[src/rtl/bit_serializer.sv]
// bit_serializer: parallel-to-serial front end, shifts a WIDTH-bit word out MSB first on a line that idles high.
// Latency: a load accepted at edge k puts the MSB on out in cycle k+1; a frame is WIDTH consecutive valid cycles.
// Backpressure: ready is low for WIDTH-1 cycles per frame; a load taken during the last bit streams with no gap.
//
// Ports:
//   clk    - single clock, all state changes on posedge
//   reset  - synchronous active-high reset, dominates every other input
//   data   - parallel word, sampled only on an accepted load
//   load   - load request, accepted when load && ready at a clock edge
//   out    - serial bit, MSB first; 1 when not shifting
//   valid  - out carries a data bit
//   ready  - a load presented now is accepted on the coming edge
//   last   - out carries bit 0 (LSB) of the current word
module bit_serializer #(
  parameter int WIDTH = 8
) (
  input  logic             clk,
  input  logic             reset,
  input  logic [WIDTH-1:0] data,
  input  logic             load,
  output logic             out,
  output logic             valid,
  output logic             ready,
  output logic             last
);

  localparam int CW = $clog2(WIDTH);
  localparam logic [CW-1:0] LAST_CNT = CW'(WIDTH - 1);

  typedef enum logic {
    IDLE  = 1'b0,
    SHIFT = 1'b1
  } state_t;

  state_t           state;
  state_t           state_nxt;
  logic [WIDTH-1:0] shreg;
  logic [WIDTH-1:0] shreg_nxt;
  logic [CW-1:0]    cnt;
  logic [CW-1:0]    cnt_nxt;
  logic             accept;

  // Every output is a decode of registered state only, so load/data
  // never reach an output combinationally.
  assign valid  = (state == SHIFT);
  assign last   = (state == SHIFT) && (cnt == LAST_CNT);
  assign ready  = (state == IDLE) || last;
  assign out    = (state == SHIFT) ? shreg[WIDTH-1] : 1'b1;
  assign accept = load && ready;

  always_ff @(posedge clk) begin
    if (reset) begin
      state <= IDLE;
      shreg <= '0;
      cnt   <= '0;
    end else begin
      state <= state_nxt;
      shreg <= shreg_nxt;
      cnt   <= cnt_nxt;
    end
  end

  always_comb begin
    state_nxt = state;
    shreg_nxt = shreg;
    cnt_nxt   = cnt;
    if (accept) begin
      // Covers both a load from IDLE and the gap-free reload on the last bit.
      shreg_nxt = data;
      cnt_nxt   = '0;
      state_nxt = SHIFT;
    end else if (state == SHIFT) begin
      if (last) begin
        // Frame done with no reload: drop back to idle, clear the stale word.
        state_nxt = IDLE;
        cnt_nxt   = '0;
        shreg_nxt = '0;
      end else begin
        shreg_nxt = {shreg[WIDTH-2:0], 1'b0};
        cnt_nxt   = cnt + 1'b1;
      end
    end
  end

endmodule

[config.mk]
export PLATFORM = sky130hd
export DESIGN_NAME = bit_serializer
export DESIGN_NICKNAME = d
export VERILOG_FILES = /design/src/rtl/bit_serializer.sv
export SDC_FILE = /design/constraint.sdc
export NUM_CORES = 1
export LEC_CHECK = 0
export ABC_AREA = 0
export ABC_CLOCK_PERIOD_IN_PS = 1600
export BUFFER_PORTS_ARGS = -buffer_cell sky130_fd_sc_hd__clkbuf_2
export CAP_MARGIN = 10
export CORE_MARGIN = 2
export CORE_UTILIZATION = 38
export DETAILED_ROUTE_END_ITERATION = 6
export PLACE_DENSITY = 0.61
export SLEW_MARGIN = 0
export SYNTH_ARGS = -nofsm -noshare
export SYNTH_HDL_FRONTEND = slang
export SYNTH_SLANG_ARGS = --single-unit
[constraint.sdc]
create_clock -name clk -period 1.6 [get_ports clk]
set_input_delay 0.24 -clock clk [delete_from_list [all_inputs] [get_ports clk]]
set_output_delay 0.24 -clock clk [all_outputs]
set_load 0.02 [all_outputs]
# After elaboration in Yosys (flattened, before gate mapping)
# Index checks and enable logic that the tools add are counted.
[totals] register_bits=12 elab_cells=19 inputBits=11 romBits=0 latch_bits=0 out_inout_bits=4 n_memories=0 ram_bits=0
[op_classes] addsub=1 shift=0 n_reduce_logical=5 multipliers=0 n_eq_ne=1 div=0 bitwise=1 muxes=8 order_cmp=0
[ops] op="2-to-1 mux 8 bit" count=3
[ops] op="2-to-1 mux 1 bit" count=4
[ops] op="adder 3 x 1 -> 3 bit (second input constant)" count=1
[ops] op="== test 3 bit (second input constant)" count=1
[ops] op="2-to-1 mux 3 bit" count=1
[ops] op="logical AND 1 bit" count=2
[ops] op="nonzero test 2 bit" count=1
[ops] op="OR reduction 2 bit" count=1
[ops] op="logical OR 1 bit" count=1
[ops] op="NOT 1 bit" count=1

# Longest topological paths before layout
# Gate-level depths: netlist of the first run.
[logic_depth] depth_word=5 depth_mapped=6 depth_no_buf=5

# Worst setup path after synthesis of the first run
# Ideal clock, no wire load.
[synth_path] kind="reg-to-output" start="register cnt[0]" end="output ready" n_path_buf=1 path_stages_with_launch=6 path_slack_ns=0.263 arrival_time_ns=1.097 t_required_ns=1.360 cell_sequence="dfxtp_1 > ha_1 > ha_1 > nor2b_4 > buf_8 > inv_1"
[synth_via] elab_chain_len=3
[synth_rtl] item="start: declaration" line_no="39" text="logic [CW-1:0] cnt;"
[synth_rtl] item="start signal: assignment" line_no="59" text="cnt <= cnt_nxt;"
[synth_rtl] item="== test 3 bit" line_no="46" text="assign last = (state == SHIFT) && (cnt == LAST_CNT);"
[synth_rtl] item="logical AND 1 bit" line_no="46"
[synth_rtl] item="logical OR 1 bit" line_no="47" text="assign ready = (state == IDLE) || last;"
[synth_rtl] item="end: declaration" line_no="23" text="output logic ready,"
# No other way between the ends.

# Worst setup path in the final report of the first run
# Same ends and word-level chain as after synthesis.

==> results of run 1 <==
[metal layers]
| metal | routed length, microns | part of all wire | up-vias |
|---|---|---|---|
| met5 | 0 | 0 | - |
| li1 | - | - | 292 |
| met3 | 81 | 0.058 | 2 |
| met1 | 706 | 0.51 | 261 |
| met2 | 591 | 0.43 | 13 |
| met4 | 7 | 0.0051 | 0 |
[placed cells by master (no fill, tap or decap), types with 2 or more instances in the layout]
| cell type | count |
|---|---|
| a22oi_2 | 7 |
| clkbuf_4 | 3 |
| dfxtp_1 | 12 |
| buf_4 | 4 |
| a21o_2 | 2 |
| clkbuf_2 | 13 |
| and2_1 | 2 |
| nor2_1 | 14 |
| a21o_1 | 5 |
| inv_1 | 9 |
| a211oi_2 | 6 |
| mux2i_1 | 2 |
[sequential cells by signal, indices dropped and copies added (netlist names)]
| register | count |
|---|---|
| cnt | 3 |
| shreg | 8 |
| valid | 1 |
[worst max-delay path by stage]
stage	end	slack [ns]	cells past startpoint
CTS	ready	0.03	5
global route	last	0.007	4
floorplan	ready	0.26	5
detailed placement	cnt[1]	0.05	5
finish	ready	0.09	5
global placement	cnt[1]	0.1	5
[layout make-up]
cell class	instances	area [sq um]
repair buffers	18	100
inverters	9	33.8
clock buffers	3	22.5
fillers	195	907
multi-input cells	49	410
flip-flops and latches	12	240
well taps	25	31.3
[where the power goes]
part / leakage [nW] / switching (mW) / internal, mW
registers: 0.0990 / 0.0151 / 0.319
logic: 0.268 / 0.0691 / 0.0627
clock network: 0.0138 / 0.102 / 0.0872
[per-stage QoR]
stage / std cells / util / hold slack [ns] / power [mW] / setup WS [ns]
5_1_grt: 116 / 0.480 / 0.326 / 0.692 / 0.00671
2_1_floorplan: 76 / - / 0.305 / 0.434 / 0.263
3_3_place_gp: 113 / 0.459 / 0.497 / 0.472 / 0.0965
6_report: 116 / 0.480 / 0.302 / 0.655 / 0.0859
4_1_cts: 116 / 0.473 / 0.297 / 0.665 / 0.0287
3_5_place_dp: 113 / 0.459 / 0.504 / 0.473 / 0.0487
[what timing repair did]
action	4_1_cts	5_1_grt
gates resized for setup	1	3
hold buffers	0	0
endpoints found under the setup margin	2	8
[critical path, delay by kind of cell, from the launching register on]
kind | cells | cell delay [ns]
DFF | 1 | 0.33
and+or+nand+nor | 1 | 0.12
adders and majority gates | 2 | 0.37
buffers and inverters | 2 | 0.19
[cells by family (layout without fill, tap and decap cells)]
| kind of cell | count (synthesis) | in the layout |
|---|---|---|
| buffers and inverters | 15 | 30 |
| adder cells (fa/ha/maj) | 2 | 2 |
| AO/OA/AOI/OAI | 24 | 24 |
| flip-flops | 12 | 12 |
| AND/OR/NAND/NOR | 21 | 21 |
| multiplexers | 2 | 2 |
==> results.md, run 1 <==
* Status: finished clean
* Share of flip-flops with an asynchronous set or reset at 0
* Pins over their slew limit at 0
* Max clock buf depth at 2
* Syn-to-layout area delta at 17.3%
* Largest family of logic cells by synthesized area: compound AO/OA/AOI/OAI gates
* Startpoint types: flip-flop
* Least-Margin Pin Slew at between 0.4 and 0.5 ns
* Die area at between 2000 and 2500 sq um
* Hold path depth at 3
* Max Freq at 0.660 GHz
* PortBufs at 14
* Synth top area share at 0.336
* Vias per std cell at 4.90
* Post-layout net count at 106
* Ranking of synthesized cells by area: dfxtp_1 34%, a22oi_2 12%, a211oi_2 11%
* Avg Inst Size Synth at 9.40 sq um
* Pleak at 0.381 nW
* CTS tree: done
* Skew-Pair Late Insertion Delay at 0.27 ns
* CTS clk-pin slew, worst paths at 0.08 ns
* Yosys cell types at 23
* Worst r2r src: cnt[0]
* Cell breakdown of the critical path: ha_2, ha_4, nor2b_4, inv_1, clkbuf_2
* Peak VDD IR at ~490 uV
* Total core area at 1750 sq um
* GPL Wtd Cong at between 0.6 and 0.7
* RR Endpoint: shreg[4]
* Max Fanout on Critical Path at 4
* Iter 0 DRT Violations at 7
* Tcrit/Tclk final at 0.946
* Global route hottest layer: met2
* Post-Synth XOR/XNOR Area at 0
* Clk root buf: clkbuf_4
* Met3 Use GR at 0.0731
* Req. time, crit path at 1.36 ns
* Drt pass-1 iters at 3
* Top cells by count, synth: 14 x nor2_1, 12 x dfxtp_1, 9 x inv_1
* Initial antenna violation count at 0
* Setup TNS at 0 ns
* WHS Endpoint: valid
* Syn_nets at 89
* H-tree lvl count at 1
* Mapped Cells at 76
* Met1 Use GR at 0.181
* Simple-gate area share of the yosys netlist at 0.140
* R2r setup slk at 0.12 ns
* Slowest cell delay on critical path at 0.33 ns
* Clock sinks at 12
* Vias at 568
* Gr ovfl total at 0
* HPWL after detailed placement at about 960 microns
* Slowest-stage cell, CP: dfxtp_1
* Worst-case reg-to-reg path depth at 5
* Routed len/inst at roughly 12 microns
* Largest net degree at the start of global routing at 13
* Complex-gate fraction of the synthesized area at 0.350
* FP Rows at 15
* Final wirelength at 1.39 mm
* Starting Density at 0.409
* RSZ-0062 raised after global routing: false
* Mux contribution to synthesized area at 0.0280
* CP arrival at 1.27 ns
* Seq/Total Area, Yosys at 0.336
* Vias in the first global route at 507
* Yosys reg bits at 12
* Post-synth EDFFs at 0
* Met2 usage at 0.224
* Post-synthesis adder-cell area fraction at 0.0350
* Placement Cell Area at 801 sq um
* Design Area, Final at between 800 and 900 sq um
* Drc violations at 0
* Die height at 47.4 microns
* Pwr Density at 781 nW/um^2
* Top FF cell, synth: dfxtp_1
* Die X at 47.4 microns
* Setup Viol. Count Final at 0
* Max-slew headroom at 0.717
* Gr usage total at 0.145
* # IOs at 15
* Antenna Nets Post-Route at 0
* Synth warnings at 0
* Hold Path Origin: load
* CP Capture Type: output port
* Mapped Area at between 700 and 800 sq um
* Cell taking the most area after synthesis: dfxtp_1
* Diode count at 0
* Worst-case clock skew at around 0.0044 ns
* HP Class: input pin to flip-flop
* Fin. Hold Viols at 0
* Share of layout cells above drive strength 1 at 0.429
* Max Cap Viol at 0
* First-pass GRT wire length at 2.25 mm
* Number of buffers created by CTS at 3
* Buffer count from post-CTS setup fixing at 0
* Setup crit start: cnt[0]
* Crit Path Class: flip-flop to output port
* Cell with the most instances after synthesis: nor2_1
* Period minus WS final at 1.51 ns
(Power assumes the default switching activity.)
==> inputs of run 2 (changes only) <==
--- a/config.mk
+++ b/config.mk
@@ -5,12 +5,13 @@
 export SDC_FILE = /design/constraint.sdc
 export NUM_CORES = 1
 export LEC_CHECK = 0
-export ABC_AREA = 0
+export ABC_AREA = 1
 export ABC_CLOCK_PERIOD_IN_PS = 1600
 export BUFFER_PORTS_ARGS = -buffer_cell sky130_fd_sc_hd__clkbuf_2
 export CAP_MARGIN = 10
 export CORE_MARGIN = 2
 export CORE_UTILIZATION = 38
+export CTS_BUF_LIST = sky130_fd_sc_hd__clkbuf_16
 export DETAILED_ROUTE_END_ITERATION = 6
 export PLACE_DENSITY = 0.61
 export SLEW_MARGIN = 0
==> run 2 against run 1 <==
Clock-buffer cell count did not move. Core utilization rose by 2.4 points. Clock power increased by 130%. Setup slack gained 0.00074 ns. Power up 40%. Critical endpoint unchanged. First-iteration DRC count fell by 43%. Final area rose by 3.9%. Synthesized cell count is 11% higher. Hold slack worse by 0.098 ns. Die area shrank 1.6%. Area after synthesis is 1.8% lower. Fmax barely moved.
==> results.md, run 2 <==
* Status: finished clean
* Seq/Total Area, Yosys at 0.342 (+0.00599)
* Fin Hold WS at 0.203 ns (-0.0982 ns)
* Starting Density at 0.407 (-0.00280)
* First-pass GRT wire length at 2.33 mm (+3.4%)
* Startpoint types: flip-flop
* Top cells by count, synth: 17 x nand3_1, 12 x dfxtp_1, 11 x nand2_1
* CP Capture Type: output port
* RSZ-0062 raised after global routing: false
* Tcrit/Tclk final at 0.946 (about the same)
* Setup Viol. Count Final at 0 (unchanged)
* Req. time, crit path at 1.36 ns (about the same)
* Setup TNS at 0 ns (unchanged)
* Clk root buf: clkbuf_16
* Number of placed instances, taps included at 121 (+7.1%)
* Mapped Cells at 84 (+11%)
* Gr usage total at 0.151 (+0.00529)
* Synth top area share at 0.342 (+0.00599)
* Max Freq at 0.661 GHz (about the same)
* Largest register FFs at 8 (unchanged)
* Slowest-stage cell, CP: dfxtp_1
* PortBufs at 14 (unchanged)
* Slowest cell delay on critical path at 0.31 ns (-0.02 ns)
* Antenna Nets Post-Route at 0 (unchanged)
* Ranking of synthesized cells by area: dfxtp_1 34%, nand3_1 12%, a21oi_2 8.7%
* Most frequent cells in the layout: 17 x nand3_1, 13 x clkbuf_2, 11 x nand2_1, 11 x dfxtp_1
* R2r setup slk at 0.23 ns (+0.11 ns)
* Worst setup path endpoint: ready
* CTS tree: done
* Worst-case reg-to-reg path depth at 8 (+3)
* Diode count at 0 (unchanged)
* Buf+Inv Stages, Crit Path at 2 (unchanged)
* Worst-case clock skew at 0.00387 ns (-0.000563 ns)
* Crit Path Class: flip-flop to output port
* Family with the most delay on the worst path: adder cells
* Hold-fix buffers, CTS at 0 (unchanged)
* Least-Margin Pin Slew at 0.289 ns (-0.135 ns)
* HP Class: input pin to flip-flop
* Routed len/inst at 11.2 microns (-6.5%)
* CP arrival at 1.27 ns (about the same)
* Cell breakdown of the critical path: ha_1, ha_2, inv_2, nand2_8, buf_6
* FP Rows at 15 (unchanged)
* HPWL after detailed placement at 973 microns (+1.3%)
* Setup crit start: cnt[0]
* Most common cell after layout, fill and taps aside: nand3_1
* Max Fanout on Critical Path at 12 (+8)
* Yosys cell types at 17 (-26%)
* Max-slew headroom at 0.807 (+0.0903)
* Worst path depth at 5 (unchanged)
* Vias per std cell at 4.81 (-1.8%)
* Skew-Pair Late Insertion Delay at 0.23 ns (-0.04 ns)
* Max Cap Viol at 0 (unchanged)
* Largest net degree at the start of global routing at 15 (+2)
* Finished Layout Cells at 124 (+6.9%)
* Vias in the first global route at 554 (+9.3%)
* Initial antenna violation count at 0 (unchanged)
* Cell taking the most area after synthesis: dfxtp_1
* Share of flip-flops with an asynchronous set or reset at 0 (unchanged)
* Top FF cell, synth: dfxtp_1
* Drt pass-1 iters at 4 (+1)
* Pwr Density at 1050 nW/um^2 (+35%)
* Avg Inst Size Synth at 8.36 sq um (-11%)
* Syn-to-layout area delta at 24.1%
* Drc violations at 0 (unchanged)
* Post-layout net count at 114 (+7.5%)
* Number of buffers created by CTS at 3 (unchanged)
* GPL Wtd Cong at 0.713 (+7.1%)
* Cell with the most instances after synthesis: nand3_1
* Period minus WS final at 1.51 ns (-0.000739 ns)
* Gr ovfl total at 0 (unchanged)
* RR Endpoint: shreg[7]
* CTS clk-pin slew, worst paths at 0.04 ns (-0.04 ns)
* Final core utilization at 0.504 (+0.0241)
* Pins over their slew limit at 0 (unchanged)
* Post-synth EDFFs at 0 (unchanged)
* Fin. Hold Viols at 0 (unchanged)
* Iter 0 DRT Violations at 4 (-3)
* Share of layout cells above drive strength 1 at 0.475 (+0.0462)
* Total power at 0.915 mW (+40%)
* Max clock buf depth at 2 (unchanged)
* # IOs at 15 (unchanged)
* Worst r2r src: cnt[0]
* Top reg by flops: shreg
* H-tree lvl count at 1 (unchanged)
* Total core area at 1730 sq um (-1.1%)
* Clock sinks at 12 (unchanged)
* Mapped Area at 702 sq um (-1.8%)
* Synth warnings at 0 (unchanged)
* Die area at 2210 sq um (-1.6%)
* Syn_nets at 97 (+9.0%)
* Pleak at 0.384 nW (+0.92%)
* Yosys reg bits at 12 (unchanged)
* Die X at 47.0 microns (-0.80%)
* Final wirelength at 1.39 mm (unchanged)
* Vias at 596 (+4.9%)
* Die height at 47.0 microns (-0.80%)
* Peak VDD IR at 458 uV (-6.2%)
run 2: cell types whose count changed after synthesis, moves of 3 or more:
cell,before,now
nand2_4,0,4
buf_2,3,0
nand3_1,1,17
nor2_1,14,0
nand2_1,1,11
o21ai_2,0,7
a211oi_2,6,0
a22oi_2,7,0
a21o_1,5,0
inv_1,9,5
a21oi_2,0,7
inv_2,0,6
a21oi_1,0,5
run 2: layout make-up:
type / count / area, sq um
repair buffers: 16 / 91.3
multi-input cells: 56 / 379
clock buffers: 3 / 75.1
inverters: 12 / 52.6
well taps: 25 / 31.3
flip-flops and latches: 12 / 241
fillers: 180 / 856
run 2: where the power goes:
part / switching [mW] / total (mW) / leakage (nW) / internal, mW
Combinational: 0.0829 / 0.139 / 0.248 / 0.0560
Clock: 0.116 / 0.440 / 0.0370 / 0.324
Sequential: 0.0165 / 0.337 / 0.0989 / 0.320
Total: 0.215 / 0.915 / 0.384 / 0.700
run 2: worst register-to-register path, cell delays in order (launching register included):
cell,delay [ns]
dfxtp_1,0.31
ha_1,0.20
ha_2,0.19
inv_2,0.11
buf_4,0.18
nand3_1,0.12
nand2_4,0.08
inv_2,0.04
a21oi_2,0.10
run 2: cells by family (layout without fill, tap and decap cells):
family / Yosys count / count (layout) / share of synthesized area
AOI/OAI and AO/OA: 19 / 19 / 0.210
adders and majority gates: 2 / 2 / 0.0356
buffers and inverters: 16 / 31 / 0.141
DFF: 12 / 12 / 0.342
and+or+nand+nor: 35 / 35 / 0.271
run 2: metrics by stage:
step,area [sq um],setup WS [ns]
6_report,871,0.0866
5_1_grt,871,0.0326
4_1_cts,855,0.0112
3_5_place_dp,772,0.243
3_3_place_gp,772,0.268
2_1_floorplan,702,0.314
run 2: worst min path at each step:
stage                from  slack (ns)  endpoint  cells after the start
global route        reset        0.22     valid                      2
floorplan           reset        0.31  shreg[0]                      1
finish              reset        0.20     valid                      2
global placement    reset        0.45  shreg[0]                      2
detailed placement  reset        0.45     valid                      2
CTS                 reset        0.21     valid                      2
run 2: timing repair:
item                                   in CTS  in global routing
endpoints found under the hold margin       0                  0
setup endpoints to repair                   1                  1
pin swaps                                   0                  0
gates resized for setup                     2                  5
buffers inserted                            0                  0
run 2: metal layers:
layer	part of all wire	routed length (microns)	track usage
met2	0.50	694	0.241
met5	0	0	0
met4	0.0072	10	0.0667
met1	0.45	619	0.191
met3	0.044	61	0.0385
==> inputs of run 3 (changes only) <==
--- a/config.mk
+++ b/config.mk
@@ -10,10 +10,10 @@
 export BUFFER_PORTS_ARGS = -buffer_cell sky130_fd_sc_hd__clkbuf_2
 export CAP_MARGIN = 10
 export CORE_MARGIN = 2
-export CORE_UTILIZATION = 38
+export CORE_UTILIZATION = 51
 export CTS_BUF_LIST = sky130_fd_sc_hd__clkbuf_16
 export DETAILED_ROUTE_END_ITERATION = 6
-export PLACE_DENSITY = 0.61
+export PLACE_DENSITY = 0.77
 export SLEW_MARGIN = 0
 export SYNTH_ARGS = -nofsm -noshare
 export SYNTH_HDL_FRONTEND = slang
==> run 3 against run 2 <==
Register-to-register slack better by 0.04 ns. Flip-flop and latch count is the same. Clock-buffer cell count unchanged. Global-route usage is 5.4 points higher. Non-clock buffer count is the same. Final area decreased by 2.9%. Final cell count decreased by 8.1%. Sequential share of layout area rose by 0.67 points. Clock skew down 0.0018 ns. Via count down 0.67%. Die area shrank 23%. Core utilization up 15 points.
==> results.md, run 3 (synthesis gave the netlist of run 2 again) <==
* Status: finished clean
* Die area at 1690 sq um (-23%)
* Tcrit/Tclk final at 0.953 (+0.00749)
* Max Cap Viol at 0 (unchanged)
* Largest net degree at the start of global routing at 15 (unchanged)
* Period minus WS final at 1.53 ns (+0.0120 ns)
* Worst-case reg-to-reg path depth at 6 (-2)
* CTS clk-pin slew, worst paths at 0.04 ns (about the same)
* RSZ-0062 raised after global routing: false
* Drt pass-1 iters at 4 (unchanged)
* HP Class: input pin to flip-flop
* Final wirelength at 1.37 mm (-1.0%)
* Gr usage total at 0.205 (+0.0545)
* Max-slew headroom at 0.781 (-0.0261)
* Syn-to-layout area delta at 20.5%
* Post-layout net count at 114 (unchanged)
* Drc violations at 0 (unchanged)
* Max clock buf depth at 2 (unchanged)
* Setup Viol. Count Final at 0 (unchanged)
* # IOs at 15 (unchanged)
* Least-Margin Pin Slew at 0.328 ns (+0.0388 ns)
* Die height at 41.1 microns (-13%)
* Pwr Density at 1090 nW/um^2 (+3.9%)
* Vias in the first global route at 460 (-17%)
* H-tree lvl count at 1 (unchanged)
* PortBufs at 14 (unchanged)
* Pins over their slew limit at 0 (unchanged)
* Max Fanout on Critical Path at 12 (unchanged)
* CTS tree: done
* Setup crit start: cnt[0]
* Initial antenna violation count at 0 (unchanged)
* Diode count at 0 (unchanged)
* Skew-Pair Late Insertion Delay at 0.24 ns (about the same)
* Slowest cell delay on critical path at 0.32 ns (about the same)
* Startpoint types: flip-flop
* Gr ovfl total at 0 (unchanged)
* Largest register FFs at 8 (unchanged)
* Max Freq at 0.656 GHz (-0.79%)
* CP arrival at 1.29 ns (+0.02 ns)
* Worst-case clock skew at 0.00207 ns (-0.00180 ns)
* Starting Density at 0.539 (+0.133)
* CP Capture Type: output port
* Die X at 41.1 microns (-13%)
* Iter 0 DRT Violations at 12 (+8)
* Final core utilization at 0.650 (+0.146)
* FP Rows at 13 (-2)
* Slowest-stage cell, CP: dfxtp_1
* Most common cell after layout, fill and taps aside: nand3_1
* Crit Path Class: flip-flop to output port
* Peak VDD IR at 763 uV (+67%)
* Worst setup path endpoint: ready
* First-pass GRT wire length at 2.11 mm (-9.2%)
* Cell mode on critical path: ha_1
* Vias per std cell at 5.19 (+8.0%)
* Setup TNS at 0 ns (unchanged)
* GPL Wtd Cong at 0.808 (+13%)
* Worst r2r src: cnt[0]
* Clk root buf: clkbuf_16
* Cell breakdown of the critical path: ha_1, ha_1, inv_2, nand2_4, buf_6
* Fin. Hold Viols at 0 (unchanged)
* Placement Cell Area at 759 sq um (-1.6%)
* R2r setup slk at 0.27 ns (+0.04 ns)
* Share of layout cells above drive strength 1 at 0.455 (-0.0202)
* RR Endpoint: cnt[0]
* Vias at 592 (-0.67%)
* HPWL after detailed placement at 917 microns (-5.7%)
* Req. time, crit path at 1.36 ns (about the same)
* Number of buffers created by CTS at 3 (unchanged)
* Routed len/inst at 12.0 microns (+7.7%)
* Most frequent cells in the layout: 17 x nand3_1, 13 x clkbuf_2, 12 x dfxtp_1, 11 x nand2_1
* Top reg by flops: shreg
* Clock sinks at 12 (unchanged)
* Total core area at 1300 sq um (-25%)
* Design Area, Final at 846 sq um (-2.9%)
* Pleak at 0.385 nW (+0.30%)
* Antenna Nets Post-Route at 0 (unchanged)
run 3: cell counts in the layout (fill, tap and decap cells not counted):
No cell type changed its count.
run 3: what timing repair did:
action | CTS | global route
endpoints found under the setup margin | 0 | 1
setup buffers | 0 | 0
resized for setup | 0 | 4
hold buffers | 0 | 0
run 3: metal layers:
layer | vias to the layer above | wire length, microns | track usage
met2 | 12 | 640 | 0.281
met5 | - | 0 | 0
met1 | 262 | 638 | 0.276
li1 | 313 | - | -
met4 | 0 | 27 | 0.121
met3 | 5 | 66 | 0.0652
run 3: cell type report:
cell class              count  area, sq um
multi-input cells          56          368
repair buffers             16         91.3
well taps                  15         18.8
inverters                  12         52.6
clock buffers               3         75.1
fillers                   117          455
flip-flops and latches     12          240
run 3: critical path: cells and delay by family (launching register included):
family / cells / cell delay (ns)
buf+inv: 2 / 0.24
fa+ha+maj: 2 / 0.40
simple gates: 1 / 0.09
flops: 1 / 0.32
run 3: report_power, final:
group / switching (mW) / leakage, nW / total, mW / internal [mW]
clock network: 0.126 / 0.0370 / 0.451 / 0.325
logic: 0.0828 / 0.250 / 0.137 / 0.0545
registers: 0.0158 / 0.0988 / 0.335 / 0.320
total: 0.225 / 0.385 / 0.924 / 0.699
run 3: through the flow:
step,hold WS (ns),cells,power (mW),setup slack [ns]
3_5_place_dp,0.445,111,0.472,0.241
3_3_place_gp,0.444,111,0.470,0.276
2_1_floorplan,0.309,84,0.451,0.314
5_1_grt,0.209,114,0.962,0.00755
6_report,0.200,114,0.924,0.0746
4_1_cts,0.199,114,0.922,0.0111
run 3: worst min path at each step:
stage	start	to	slack [ns]	cells after the start
finish	reset	shreg[0]	0.20	2
global route	reset	shreg[0]	0.21	2
CTS	reset	shreg[0]	0.20	2
detailed placement	reset	valid	0.44	2
global placement	reset	valid	0.44	2
floorplan	reset	shreg[0]	0.31	1
